$ cat src/rtl/restoring_div_controller_pkg.sv
// Shared types and constants for the restoring-division controller.
// The optional status outputs are enabled with `define DIV_STATUS_EN.
package div_pkg;

    localparam int unsigned DefWidth = 16;

    typedef enum logic [2:0] {
        StIdle,
        StLoad,
        StShift,
        StSub,
        StCheck,
        StDone
    } div_state_t;

    // Edges from the Start sample to Done for a non-error operation.
    localparam int unsigned OpCycles = 3 * DefWidth + 1;

endpackage

$ cat src/rtl/restoring_div_controller_if.sv
// Handshake and strobe bundle between the division controller and its datapath/wrappers.
// Busy and OpCount exist only when DIV_STATUS_EN is defined.
interface restoring_div_controller_if #(
    parameter int unsigned WIDTH = 16,
    parameter int unsigned CNT_W = $clog2(WIDTH)
);
    logic             Start;
    logic             Neg;
    logic             DivisorZero;
    logic             OutputAccepted;
    logic             ReadyForInput;
    logic             LdOperands;
    logic             ShiftQR;
    logic             Sub;
    logic             Restore;
    logic             SetQ0;
    logic             Done;
    logic             Error;
    logic [CNT_W-1:0] Count;
`ifdef DIV_STATUS_EN
    logic             Busy;
    logic [15:0]      OpCount;
`endif

    modport master (
        input  Start, Neg, DivisorZero, OutputAccepted,
        output ReadyForInput, LdOperands, ShiftQR, Sub, Restore, SetQ0, Done, Error, Count
`ifdef DIV_STATUS_EN
        , output Busy, OpCount
`endif
    );

    modport slave (
        output Start, Neg, DivisorZero, OutputAccepted,
        input  ReadyForInput, LdOperands, ShiftQR, Sub, Restore, SetQ0, Done, Error, Count
`ifdef DIV_STATUS_EN
        , input Busy, OpCount
`endif
    );

endinterface

$ cat src/rtl/restoring_div_controller_iter_counter.sv
// Iteration counter for the division sequencer: clear has priority over increment,
// last_o flags the final iteration (WIDTH-1).
module div_iter_counter #(
    parameter int unsigned WIDTH = 16,
    parameter int unsigned CNT_W = $clog2(WIDTH)
) (
    input  logic             clk,
    input  logic             reset,
    input  logic             clr_i,
    input  logic             inc_i,
    output logic [CNT_W-1:0] count_o,
    output logic             last_o
);
    logic [CNT_W-1:0] cnt_q, cnt_d;

    always_comb begin
        cnt_d = cnt_q;
        if (clr_i) begin
            cnt_d = '0;
        end else if (inc_i && !last_o) begin
            cnt_d = cnt_q + CNT_W'(1);
        end
    end

    always_ff @(posedge clk) begin
        if (!reset) begin
            cnt_q <= '0;
        end else begin
            cnt_q <= cnt_d;
        end
    end

    assign count_o = cnt_q;
    assign last_o  = (cnt_q == CNT_W'(WIDTH - 1));

endmodule

$ cat src/rtl/restoring_div_controller.sv
// FSM sequencer for a restoring-division datapath: load, then WIDTH shift/sub/check rounds.
// Defining DIV_STATUS_EN adds Busy and a saturating completed-operation counter OpCount.
module restoring_div_controller
    import div_pkg::*;
#(
    parameter int unsigned WIDTH = DefWidth
) (
    input logic                         clk,
    input logic                         reset,
    restoring_div_controller_if.master  bus
);
    localparam int unsigned CNT_W = $clog2(WIDTH);

    div_state_t       state_q, state_d;
    logic             error_q, error_d;
    logic             cnt_clr, cnt_inc, cnt_last;
    logic [CNT_W-1:0] count;

    div_iter_counter #(
        .WIDTH (WIDTH),
        .CNT_W (CNT_W)
    ) u_iter_counter (
        .clk     (clk),
        .reset   (reset),
        .clr_i   (cnt_clr),
        .inc_i   (cnt_inc),
        .count_o (count),
        .last_o  (cnt_last)
    );

    always_comb begin
        state_d = state_q;
        error_d = error_q;
        cnt_clr = 1'b0;
        cnt_inc = 1'b0;
        unique case (state_q)
            StIdle: if (bus.Start) state_d = StLoad;
            StLoad: begin
                cnt_clr = 1'b1;
                if (bus.DivisorZero) begin
                    state_d = StDone;
                    error_d = 1'b1;
                end else begin
                    state_d = StShift;
                    error_d = 1'b0;
                end
            end
            StShift: state_d = StSub;
            StSub:   state_d = StCheck;
            StCheck: begin
                if (cnt_last) begin
                    state_d = StDone;
                end else begin
                    cnt_inc = 1'b1;
                    state_d = StShift;
                end
            end
            StDone: begin
                if (bus.OutputAccepted) begin
                    state_d = StIdle;
                    cnt_clr = 1'b1;
                end
            end
            default: state_d = StIdle;
        endcase
    end

    always_ff @(posedge clk) begin
        if (!reset) begin
            state_q <= StIdle;
            error_q <= 1'b0;
        end else begin
            state_q <= state_d;
            error_q <= error_d;
        end
    end

    // Restore/SetQ0 are the only outputs that look at a live input (Neg).
    assign bus.ReadyForInput = (state_q == StIdle);
    assign bus.LdOperands    = (state_q == StLoad);
    assign bus.ShiftQR       = (state_q == StShift);
    assign bus.Sub           = (state_q == StSub);
    assign bus.Restore       = (state_q == StCheck) && bus.Neg;
    assign bus.SetQ0         = (state_q == StCheck) && !bus.Neg;
    assign bus.Done          = (state_q == StDone);
    assign bus.Error         = (state_q == StDone) && error_q;
    assign bus.Count         = count;

`ifdef DIV_STATUS_EN
    logic [15:0] op_count_q, op_count_d;

    always_comb begin
        op_count_d = op_count_q;
        if (state_q == StDone && bus.OutputAccepted && op_count_q != 16'hFFFF) begin
            op_count_d = op_count_q + 16'd1;
        end
    end

    always_ff @(posedge clk) begin
        if (!reset) begin
            op_count_q <= '0;
        end else begin
            op_count_q <= op_count_d;
        end
    end

    assign bus.Busy    = (state_q == StLoad) || (state_q == StShift) ||
                         (state_q == StSub)  || (state_q == StCheck);
    assign bus.OpCount = op_count_q;
`endif

endmodule

$ cat src/flat_wrapper.sv
// flat-port wrapper written by rule: the top's interface ports become plain ports
module restoring_div_controller_flat import div_pkg::*;
#(
    parameter int unsigned WIDTH = DefWidth
)
  (clk, reset, bus_Start, bus_Neg, bus_DivisorZero, bus_OutputAccepted, bus_ReadyForInput, bus_LdOperands, bus_ShiftQR, bus_Sub, bus_Restore, bus_SetQ0, bus_Done, bus_Error, bus_Count);
  restoring_div_controller_if #(.WIDTH(WIDTH)) bus_i ();
  input logic clk;
  input logic reset;
  input wire logic [$bits(bus_i.Start)-1:0] bus_Start;
  input wire logic [$bits(bus_i.Neg)-1:0] bus_Neg;
  input wire logic [$bits(bus_i.DivisorZero)-1:0] bus_DivisorZero;
  input wire logic [$bits(bus_i.OutputAccepted)-1:0] bus_OutputAccepted;
  output wire logic [$bits(bus_i.ReadyForInput)-1:0] bus_ReadyForInput;
  output wire logic [$bits(bus_i.LdOperands)-1:0] bus_LdOperands;
  output wire logic [$bits(bus_i.ShiftQR)-1:0] bus_ShiftQR;
  output wire logic [$bits(bus_i.Sub)-1:0] bus_Sub;
  output wire logic [$bits(bus_i.Restore)-1:0] bus_Restore;
  output wire logic [$bits(bus_i.SetQ0)-1:0] bus_SetQ0;
  output wire logic [$bits(bus_i.Done)-1:0] bus_Done;
  output wire logic [$bits(bus_i.Error)-1:0] bus_Error;
  output wire logic [$bits(bus_i.Count)-1:0] bus_Count;
  assign bus_i.Start = bus_Start;
  assign bus_i.Neg = bus_Neg;
  assign bus_i.DivisorZero = bus_DivisorZero;
  assign bus_i.OutputAccepted = bus_OutputAccepted;
  assign bus_ReadyForInput = bus_i.ReadyForInput;
  assign bus_LdOperands = bus_i.LdOperands;
  assign bus_ShiftQR = bus_i.ShiftQR;
  assign bus_Sub = bus_i.Sub;
  assign bus_Restore = bus_i.Restore;
  assign bus_SetQ0 = bus_i.SetQ0;
  assign bus_Done = bus_i.Done;
  assign bus_Error = bus_i.Error;
  assign bus_Count = bus_i.Count;
  restoring_div_controller #(.WIDTH(WIDTH)) u_core (.clk(clk), .reset(reset), .bus(bus_i));
endmodule
$ cat config.mk
export PLATFORM = sky130hd
export DESIGN_NAME = restoring_div_controller_flat
export DESIGN_NICKNAME = d
export VERILOG_FILES = /design/src/rtl/restoring_div_controller_pkg.sv /design/src/rtl/restoring_div_controller_if.sv /design/src/rtl/restoring_div_controller_iter_counter.sv /design/src/rtl/restoring_div_controller.sv /design/src/flat_wrapper.sv
export SDC_FILE = /design/constraint.sdc
export NUM_CORES = 1
export LEC_CHECK = 0
export ABC_CLOCK_PERIOD_IN_PS = 1610
export CELL_PAD_IN_SITES_DETAIL_PLACEMENT = 1
export CELL_PAD_IN_SITES_GLOBAL_PLACEMENT = 1
export CORE_UTILIZATION = 29
export DETAILED_ROUTE_END_ITERATION = 10
export PLACE_DENSITY_LB_ADDON = 0.25
export SETUP_SLACK_MARGIN = 0.2
export SYNTH_ARGS = -nofsm -noshare
export SYNTH_HDL_FRONTEND = slang
export SYNTH_SLANG_ARGS = --single-unit
$ cat constraint.sdc
create_clock -name clk -period 1.61 [get_ports clk]
set_input_delay 0.483 -clock clk [delete_from_list [all_inputs] [get_ports clk]]
set_output_delay 0.483 -clock clk [all_outputs]
set_load 0.01 [all_outputs]
== Word-level counts from Yosys, hierarchy flattened ==
Index checks and enable logic that the tools add are counted.

* Muxes and demuxes: 10
* Add/subtract/negate cells: 1
* Bitwise logic cells: 1
* Reductions and logical operators: 9
* Eq/ne operators: 8

{| class="wikitable"
|+ Operators with widths
! kind !! count
|-
| $pmux W3 S6 || 1
|-
| $mux W3 || 4
|-
| $eq A3 B2 Y1 const B || 2
|-
| $eq A3 B3 Y1 const B || 2
|-
| $add A4 B1 Y4 const B || 1
|-
| $eq A4 B4 Y1 const B || 1
|-
| $logic_and A1 B1 Y1 || 4
|-
| $mux W1 || 4
|-
| $ne A2 B2 Y1 const B || 2
|-
| $eq A3 B1 Y1 const B || 1
|-
| $logic_not A3 Y1 || 1
|-
| $logic_not A1 Y1 || 2
|-
| $pmux W1 S2 || 1
|-
| $reduce_and A2 Y1 || 1
|-
| $reduce_or A2 Y1 || 1
|-
| $not A1 Y1 || 1
|}

* Register bits after elaboration: 8
* Logic and storage cells: 32
* Output and inout bits: 12
* Input bits: 6

== Logic depth before layout (Yosys ltp) ==
Gate-level depths: netlist of the first run.

* Depth after elaboration: 4
* Depth in mapped cells: 4
* Mapped depth without buffers: 4

== Modules after synthesis ==
Synthesis of the first run repeated with hierarchy kept, for this count alone.

* Cell total of the unflattened synthesis: 65
* Area total of the unflattened synthesis: 534.3 µm²

{| class="wikitable"
|+ By module, submodules not included
! module !! times used !! area each (µm²) !! seq. area each (µm²) !! cells an instance
|-
| restoring_div_controller || 1 || 336.6 || 80.1 || 43
|-
| div_iter_counter || 1 || 197.7 || 80.1 || 22
|}

== Least setup slack after synthesis of the first run ==
Ideal clock, no wire load.

* Path kind: register -> output
* Start point: reg u_core.state_q[0]
* End point: out bus_Error
* Cell stages (with the launch flop): 4
* Path buffers: 1
* Required time: 1.127 ns
* Arrival: 1.039 ns
* Slack: 0.088 ns
* Path through: dfxtp_1 clkbuf_1 and3b_1 and2_1

* Longest elaborated chain between the ends: 2

{| class="wikitable"
|+ Ends and longest elaborated chain
! item !! RTL line !! RTL
|-
| start, declared || restoring_div_controller.sv:14 || <nowiki>div_state_t state_q, state_d;</nowiki>
|-
| start signal, assigned || restoring_div_controller.sv:70 || <nowiki>state_q <= StIdle;</nowiki>
|-
| start signal, assigned || restoring_div_controller.sv:73 || <nowiki>state_q <= state_d;</nowiki>
|-
| $eq A3 B3 Y1 || n/a ||
|-
| via bus_Done || flat_wrapper.sv:20 || <nowiki>output wire logic [$bits(bus_i.Done)-1:0] bus_Done;</nowiki>
|-
| $logic_and A1 B1 Y1 || restoring_div_controller.sv:86 || <nowiki>assign bus.Error = (state_q == StDone) && error_q;</nowiki>
|-
| end, declared || flat_wrapper.sv:21 || <nowiki>output wire logic [$bits(bus_i.Error)-1:0] bus_Error;</nowiki>
|}

The timed path passes the listed nets, and every way through them passes these cells.

== Worst setup path after layout of the first run ==
* Start point: reg u_core.state_q[2]
* End point: reg u_core.u_iter_counter.cnt_q[3], in the netlist u_core.u_iter_counter.count_o[3]

* Longest elaborated chain between the ends: 3
* Elaborated cells between the ends (all ways): 7
* Classes of those cells: 3 x eq/ne; 2 x mux; 2 x reduce/logical

{| class="wikitable"
|+ Ends and longest elaborated chain
! item !! RTL line !! RTL
|-
| $eq A3 B3 Y1 / $eq A3 B1 Y1 (equally long branches) || restoring_div_controller.sv:36 || <nowiki>unique case (state_q)</nowiki>
|-
| $pmux W1 S2 / $mux W1 (equally long branches) || restoring_div_controller.sv:36 ||
|-
| $reduce_or A2 Y1 (no line) / $logic_and A1 B1 Y1 (equally long branches) || n/a ||
|-
| end signal, assigned || restoring_div_controller_iter_counter.sv:29 || <nowiki>cnt_q <= cnt_d;</nowiki>
|-
| end, declared || restoring_div_controller_iter_counter.sv:14 || <nowiki>logic [CNT_W-1:0] cnt_q, cnt_d;</nowiki>
|}

Parallel ways exist; a longest one is shown, timed or not.
A chain may end at the register's enable or synchronous reset.

==> impl_metrics.env, run 1 <==
export IMPL_p_per_area_nw_per_um2=703
export IMPL_cts_max_path_buffers=2
export IMPL_die_h_um=43.2
export IMPL_start_util_pct=32.0
export IMPL_vdd_drop_max_uv=472
export IMPL_maxCapViolations=0
export IMPL_dp_slack_ps=-545
export IMPL_crit_type="reg2reg"
export IMPL_wl_mm=2.42
export IMPL_filler_cell_count=173
export IMPL_drc_errors=0
export IMPL_finalSetupTns_ps=-582
export IMPL_grt_usage_pct=22.2
export IMPL_skew_ps=17.2
export IMPL_syn_area_um2=493
export IMPL_crit_chain="or3b_4 -> buf_4 -> buf_6 -> o41ai_1 -> a21oi_2"
export IMPL_gp_routability_congestion=0.828
export IMPL_fin_crit_ps=1730
export IMPL_layout_drive_gt1_share_pct=59.8
export IMPL_first_pass_iters=4
export IMPL_slew_headroom_pct=70.2
export IMPL_cp_slowest_cell="o41ai_1"
export IMPL_grt_overflow=0
export IMPL_synth_edf_count=0
export IMPL_grt_max_degree=12
export IMPL_synth_nets=68
export IMPL_num_antenna_cells=0
export IMPL_antenna_left=0
export IMPL_core_area_um2=1540
export IMPL_slowest_delay_ps=440
export IMPL_fin_nets=111
export IMPL_min_from="u_core.u_iter_counter.count_o[2]"
export IMPL_yosysSeqAreaShare_pct=32.5
export IMPL_rsz0062_at_grt="true"
export IMPL_drtIter0Drc=14
export IMPL_yosys_warnings=0
export IMPL_vias=701
export IMPL_fmax_ghz=0.579
export IMPL_rr_worst_depth=5
export IMPL_die_area_um2=1870
export IMPL_fp_dieW_um=43.2
export IMPL_start_kind="register"
export IMPL_violations="negative setup slack"
export IMPL_finalMaxSlewViolations=0
export IMPL_cts_tree="done"
export IMPL_layout_setup_ws_ps=-117
export IMPL_cts_buffers=3
export IMPL_worstReg2RegStart="u_core.state_q[2]"
export IMPL_antenna_found_initial=0
export IMPL_hold_class="reg2reg"
export IMPL_whs_path_depth=1
export IMPL_grt_busiest_layer="met2"
export IMPL_r2r_setup_slack_ps=-120
export IMPL_grt_met2_usage_pct=37.3
export IMPL_root_buffer="clkbuf_4"
export IMPL_grt_pass1_wl_mm=3.03
export IMPL_status="finished, violations left"
export IMPL_ys_flop_type="dfxtp_1"
export IMPL_vias_per_cell=5.94
export IMPL_max_slew_worst_pin_slew_ps=441
export IMPL_syn2layout_area_growth_pct=110
export IMPL_grt_pass1_vias=636
export IMPL_cts_hold_buf=0
export IMPL_worstPathArrival_ps=1860
export IMPL_syn_inst=61
export IMPL_placementRows=14
export IMPL_avgSynthCellArea_um2=8.08
export IMPL_clk_pin_slew_ps=70
export IMPL_reg2reg_to="u_core.u_iter_counter.count_o[3]"
export IMPL_io_pins=18
export IMPL_wl_per_cell_um=20.5
export IMPL_hold_viol_final=0
export IMPL_critical_path_required_ps=1740
export IMPL_use_met3_pct=7.23
export IMPL_cp_max_fo=6
export IMPL_p_leak_nw=0.453
export IMPL_clkSinkCount=8
export IMPL_end_kind="register"
export IMPL_grt_use_met1_pct=27.1
export IMPL_setup_viol=8
export IMPL_min_delay_worst_endpoint="u_core.u_iter_counter.count_o[2]"
export IMPL_yosysUniqueCellTypes=28
export IMPL_synthArstFlopShare_pct=0
export IMPL_place_hpwl_mm=1.07
export IMPL_io_buffers=17
export IMPL_post_route_period_util_pct=107
export IMPL_ys_ff_latch=8
export IMPL_final_util_pct=67.2
export IMPL_htreeDepth=1
export IMPL_insertion_delay_ps=280
logic make-up after synthesis:
| logic type | after synthesis | share of synthesized area (%) |
|---|---|---|
| and+or+nand+nor | 27 | 35.8 |
| AOI/OAI and AO/OA | 19 | 24.1 |
| DFF | 8 | 32.5 |
| buffers and inverters | 6 | 5.08 |
| adders and majority gates | 1 | 2.54 |
routing by layer:
metal	up-vias	share of wire, %
li1	306	-
met1	340	38
met2	40	51
met3	15	7.6
met4	0	3.6
met5	-	0
worst max-delay path by stage:
stage                            from  slack (ps)                               end
floorplan           u_core.state_q[0]         170                         bus_Error
global placement              bus_Neg        -530                       bus_Restore
detailed placement            bus_Neg        -540                       bus_Restore
CTS                 u_core.state_q[2]         -80                         bus_SetQ0
global route        u_core.state_q[1]        -160  u_core.u_iter_counter.count_o[3]
finish              u_core.state_q[2]        -120  u_core.u_iter_counter.count_o[3]
worst max-delay path, delay by kind of cell (launching register included):
kind / cells / cell delay [ps]
buffers and inverters: 2 / 270
and+or+nand+nor: 1 / 400
AOI/OAI and AO/OA: 2 / 540
DFF: 1 / 370
sequential cells by signal, indices dropped and copies added (netlist names):
register and flops:
u_core.state_q 3, u_core.u_iter_counter.count_o 4, u_core.error_q 1
synthesized netlist by cell type (2+ instances only):
library cell | n | area share (%)
a21oi_1 | 7 | 7.1
and2_1 | 3 | 3.8
and3b_1 | 2 | 3.6
buf_2 | 2 | 2.0
clkbuf_1 | 2 | 1.5
dfxtp_1 | 8 | 32
inv_1 | 2 | 1.5
nand2_1 | 2 | 1.5
nand3_1 | 2 | 2.0
nor2_1 | 2 | 1.5
nor2b_1 | 4 | 5.1
nor3b_1 | 5 | 7.6
o21ai_0 | 4 | 4.1
o41ai_1 | 2 | 3.6
per-stage QoR:
| stage | power (mW) | std cells | hold WS (ps) | instance area (um2) |
|---|---|---|---|---|
| CTS | 0.632 | 111 | 471 | 886 |
| floorplan | 0.319 | 61 | 526 | 510 |
| detailed placement | 0.428 | 100 | 515 | 763 |
| finish | 0.728 | 118 | 484 | 1040 |
| global placement | 0.421 | 100 | 496 | 763 |
| global route | 0.763 | 118 | 506 | 1040 |
timing repair:
action,4_1_cts,5_1_grt
pin swaps,8,9
gates resized for setup,60,23
gates cloned,0,1
setup buffers,8,6
setup endpoints to repair,16,20
area by class of cell:
| cell class | instances | area, um2 | share of cell area (%) |
|---|---|---|---|
| multi-input combinational | 47 | 407 | 39.3 |
| sequential | 8 | 176 | 17.0 |
| clock buffer | 3 | 22.5 | 2.17 |
| tap | 16 | 20.0 | 1.93 |
| inverter | 2 | 7.51 | 0.725 |
| timing repair buffer | 42 | 403 | 38.9 |
cells in the final DEF (no fill, tap or decap), drive strengths merged:
cell type | Yosys | routed
buf | 2 | 32
dfxtp | 8 | 8
a21oi | 7 | 7
nor3b | 5 | 5
nor2b | 4 | 4
clkdlybuf4s50 | 0 | 4
clkbuf | 2 | 4
o21ai | 4 | 4
and2 | 3 | 3
clkdlybuf4s15 | 0 | 3
nor2 | 2 | 2
and3b | 2 | 2
nand3 | 2 | 2
nand2 | 2 | 2
inv | 2 | 2
dlygate4sd2 | 0 | 2
o41ai | 2 | 2
nor3 | 1 | 1
or3b | 1 | 1
o21bai | 1 | 1
a21o | 1 | 1
and3 | 1 | 1
and4bb | 1 | 1
a221oi | 1 | 1
or4 | 1 | 1
nand2b | 1 | 1
a211oi | 1 | 1
a21boi | 1 | 1
or3 | 1 | 1
o21a | 1 | 1
ha | 1 | 1
report_power, final:
part	switching (mW)	total, mW	internal (mW)	leakage [nW]
clock network	0.0807	0.167	0.0860	0.0138
logic	0.137	0.327	0.190	0.370
registers	0.0219	0.235	0.213	0.0691
No activity file was read; power rests on OpenSTA's default activity.
==> run 2: changes to the inputs <==
- CORE_UTILIZATION: 29 -> 31
- SYNTH_HIERARCHICAL: unset -> 1
==> run 2 against run 1 <==
- the flow finishes with violations (design-rule violations, negative setup slack)
- area after synthesis rose by 8.4%
- sequential power barely moved
- critical path depth is the same
- highest routed layer unchanged
==> impl_metrics.env, run 2 <==
export IMPL_end_kind="output port"
export IMPL_worstPathArrival_ps=1170
export IMPL_final_cell_mix="18 x buf_4, 9 x buf_6, 7 x a21oi_1"
export IMPL_die_area_um2=1890
export IMPL_synth_edf_count=0
export IMPL_violations="design-rule violations, negative setup slack"
export IMPL_post_route_period_util_pct=103
export IMPL_hold_class="reg2reg"
export IMPL_ys_flop_type="dfxtp_1"
export IMPL_synth_compound_area_share_pct=18.5
export IMPL_synth_top_family_by_area="simple AND/OR/NAND/NOR gates"
export IMPL_p_leak_nw=0.457
export IMPL_pwr_share_seq_pct=32.2
export IMPL_wl_per_cell_um=20.2
export IMPL_ys_ff_latch=8
export IMPL_cts_max_path_buffers=2
export IMPL_yosys_warnings=6
export IMPL_power_frac_clock_pct=22.1
export IMPL_setup_viol=6
export IMPL_maxCapViolations=0
export IMPL_status="finished, violations left"
export IMPL_p_per_area_nw_per_um2=726
export IMPL_final_cells=122
export IMPL_cp_max_fo=5
export IMPL_crit_type="reg2out"
export IMPL_clk_pin_slew_ps=60
export IMPL_combPwrFrac_pct=45.7
export IMPL_synth_common_cells="8 x a21oi_1, 8 x dfxtp_1, 5 x nor2_1"
export IMPL_num_antenna_cells=0
export IMPL_intPower_uw=482
export IMPL_rsz0062_at_grt="true"
export IMPL_switching_share_pct=34.2
export IMPL_drtIter0Drc=22
export IMPL_synthAdderAreaFrac_pct=2.34
export IMPL_cts_buffers=3
export IMPL_final_util_pct=64.8
export IMPL_clkSinkCount=8
export IMPL_finalMaxSlewViolations=0
export IMPL_dp_slack_ps=-507
export IMPL_synth_top_cell_area_share_pct=30.0
export IMPL_core_area_um2=1560
export IMPL_syn_area_um2=534
export IMPL_place_hpwl_mm=1.13
export IMPL_layout_setup_ws_ps=-44.1
export IMPL_max_slew_worst_pin_slew_ps=258
export IMPL_yosys_mux_area_fraction_pct=1.87
export IMPL_slew_headroom_pct=82.6
export IMPL_htreeDepth=1
export IMPL_root_buffer="clkbuf_4"
export IMPL_synth_xor_area_share_pct=0
export IMPL_gp_routability_congestion=0.742
export IMPL_yosysTopAreaCell="dfxtp_1"
export IMPL_io_buffers=17
export IMPL_postLayoutCellArea_um2=1010
export IMPL_start_util_pct=34.3
export IMPL_dp_cells=103
export IMPL_skew_ps=11.6
export IMPL_hold_viol_final=0
export IMPL_fmax_ghz=0.605
export IMPL_synthArstFlopShare_pct=0
export IMPL_vdd_drop_max_uv=477
export IMPL_insertion_delay_ps=270
export IMPL_placed_area_um2=782
export IMPL_die_h_um=43.5
export IMPL_synth_area_top_cells="dfxtp_1 30%, a21oi_1 7.5%, buf_6 6.3%"
export IMPL_largest_register_ffs=4
export IMPL_yosysSeqAreaShare_pct=30.0
export IMPL_grt_usage_pct=22.8
export IMPL_grt_pass1_wl_mm=3.09
export IMPL_yosys_area_share_simple_pct=38.2
export IMPL_avgSynthCellArea_um2=8.22
export IMPL_antenna_left=0
export IMPL_drc_errors=2
export IMPL_placementRows=14
export IMPL_vias=664
export IMPL_syn_inst=65
export IMPL_synth_nets=72
export IMPL_vias_per_cell=5.44
export IMPL_antenna_found_initial=0
export IMPL_io_pins=18
export IMPL_fin_crit_ps=1650
export IMPL_critical_path_required_ps=1130
export IMPL_layout_commonest_cell="buf_4"
export IMPL_power_switching_uw=251
export IMPL_cts_tree="done"
export IMPL_first_pass_iters=7
export IMPL_grt_pass1_vias=645
export IMPL_yosysUniqueCellTypes=31
export IMPL_syn2layout_area_growth_pct=89.0
export IMPL_grt_overflow=0
export IMPL_fp_dieW_um=43.5
export IMPL_grt_max_degree=12
export IMPL_fin_nets=115
export IMPL_wl_mm=2.47
export IMPL_start_kind="register"
export IMPL_layout_drive_gt1_share_pct=61.3
[run 2: timing repair]
item                       in CTS  in global routing
gates resized for setup        59                 15
setup endpoints to repair      16                 15
hold buffers                    0                  0
pin swaps                       8                  9
gates cloned                    0                  0
buffers inserted                9                  7
[run 2: layout make-up]
| class | count | area, um2 |
|---|---|---|
| sequential | 8 | 181 |
| tap | 16 | 20.0 |
| fill | 173 | 549 |
| multi-input combinational | 51 | 410 |
| timing repair buffer | 42 | 365 |
| inverter | 2 | 10.0 |
| clock buffer | 3 | 22.5 |
[run 2: through the flow]
step	TNS (ps)	hold slack (ps)	power (mW)
floorplan	0	448	0.364
global placement	-2180	463	0.472
detailed placement	-2360	479	0.481
CTS	-42.6	486	0.691
global route	-361	545	0.766
finish	-122	516	0.733
[run 2: power by group through the flow]
stage / sequential, mW / clock [mW] / combinational (mW)
after floorplan: 0.226 / 0 / 0.139
after global placement: 0.242 / 0 / 0.230
after detailed placement: 0.243 / 0 / 0.239
after CTS: 0.237 / 0.159 / 0.295
after global routing: 0.237 / 0.176 / 0.353
final: 0.236 / 0.162 / 0.335
[run 2: cells by family (layout without fill, tap and decap cells)]
family / count (synthesis) / after routing
DFF: 8 / 8
adders and majority gates: 1 / 1
AOI/OAI and AO/OA: 17 / 17
and+or+nand+nor: 32 / 32
buffers and inverters: 6 / 47
muxes: 1 / 1
[run 2: per-layer routing]
layer  wire length [um]  global-route usage [%]
met5                  0                       0
met4                 66                    5.63
met3                 69                    6.25
met2               1300                    43.0
met1               1030                    24.8
[run 2: final timing paths]
path	to	startpoint	cells after the start	slack, ps
max	bus_SetQ0	u_core/state_q[1]	5	-40
min	u_core/error_q	u_core/error_q	2	520
max reg2reg	u_core/u_iter_counter/count_o[3]	u_core/state_q[1]	8	-10
min reg2reg	u_core/error_q	u_core/error_q	2	520
[run 2: worst max-delay path, cell delays in order (launching register included)]
cell and delay (ps):
dfxtp_4 360, buf_6 130, nor2_8 120, nand2_4 70, nor2_4 110, buf_6 110
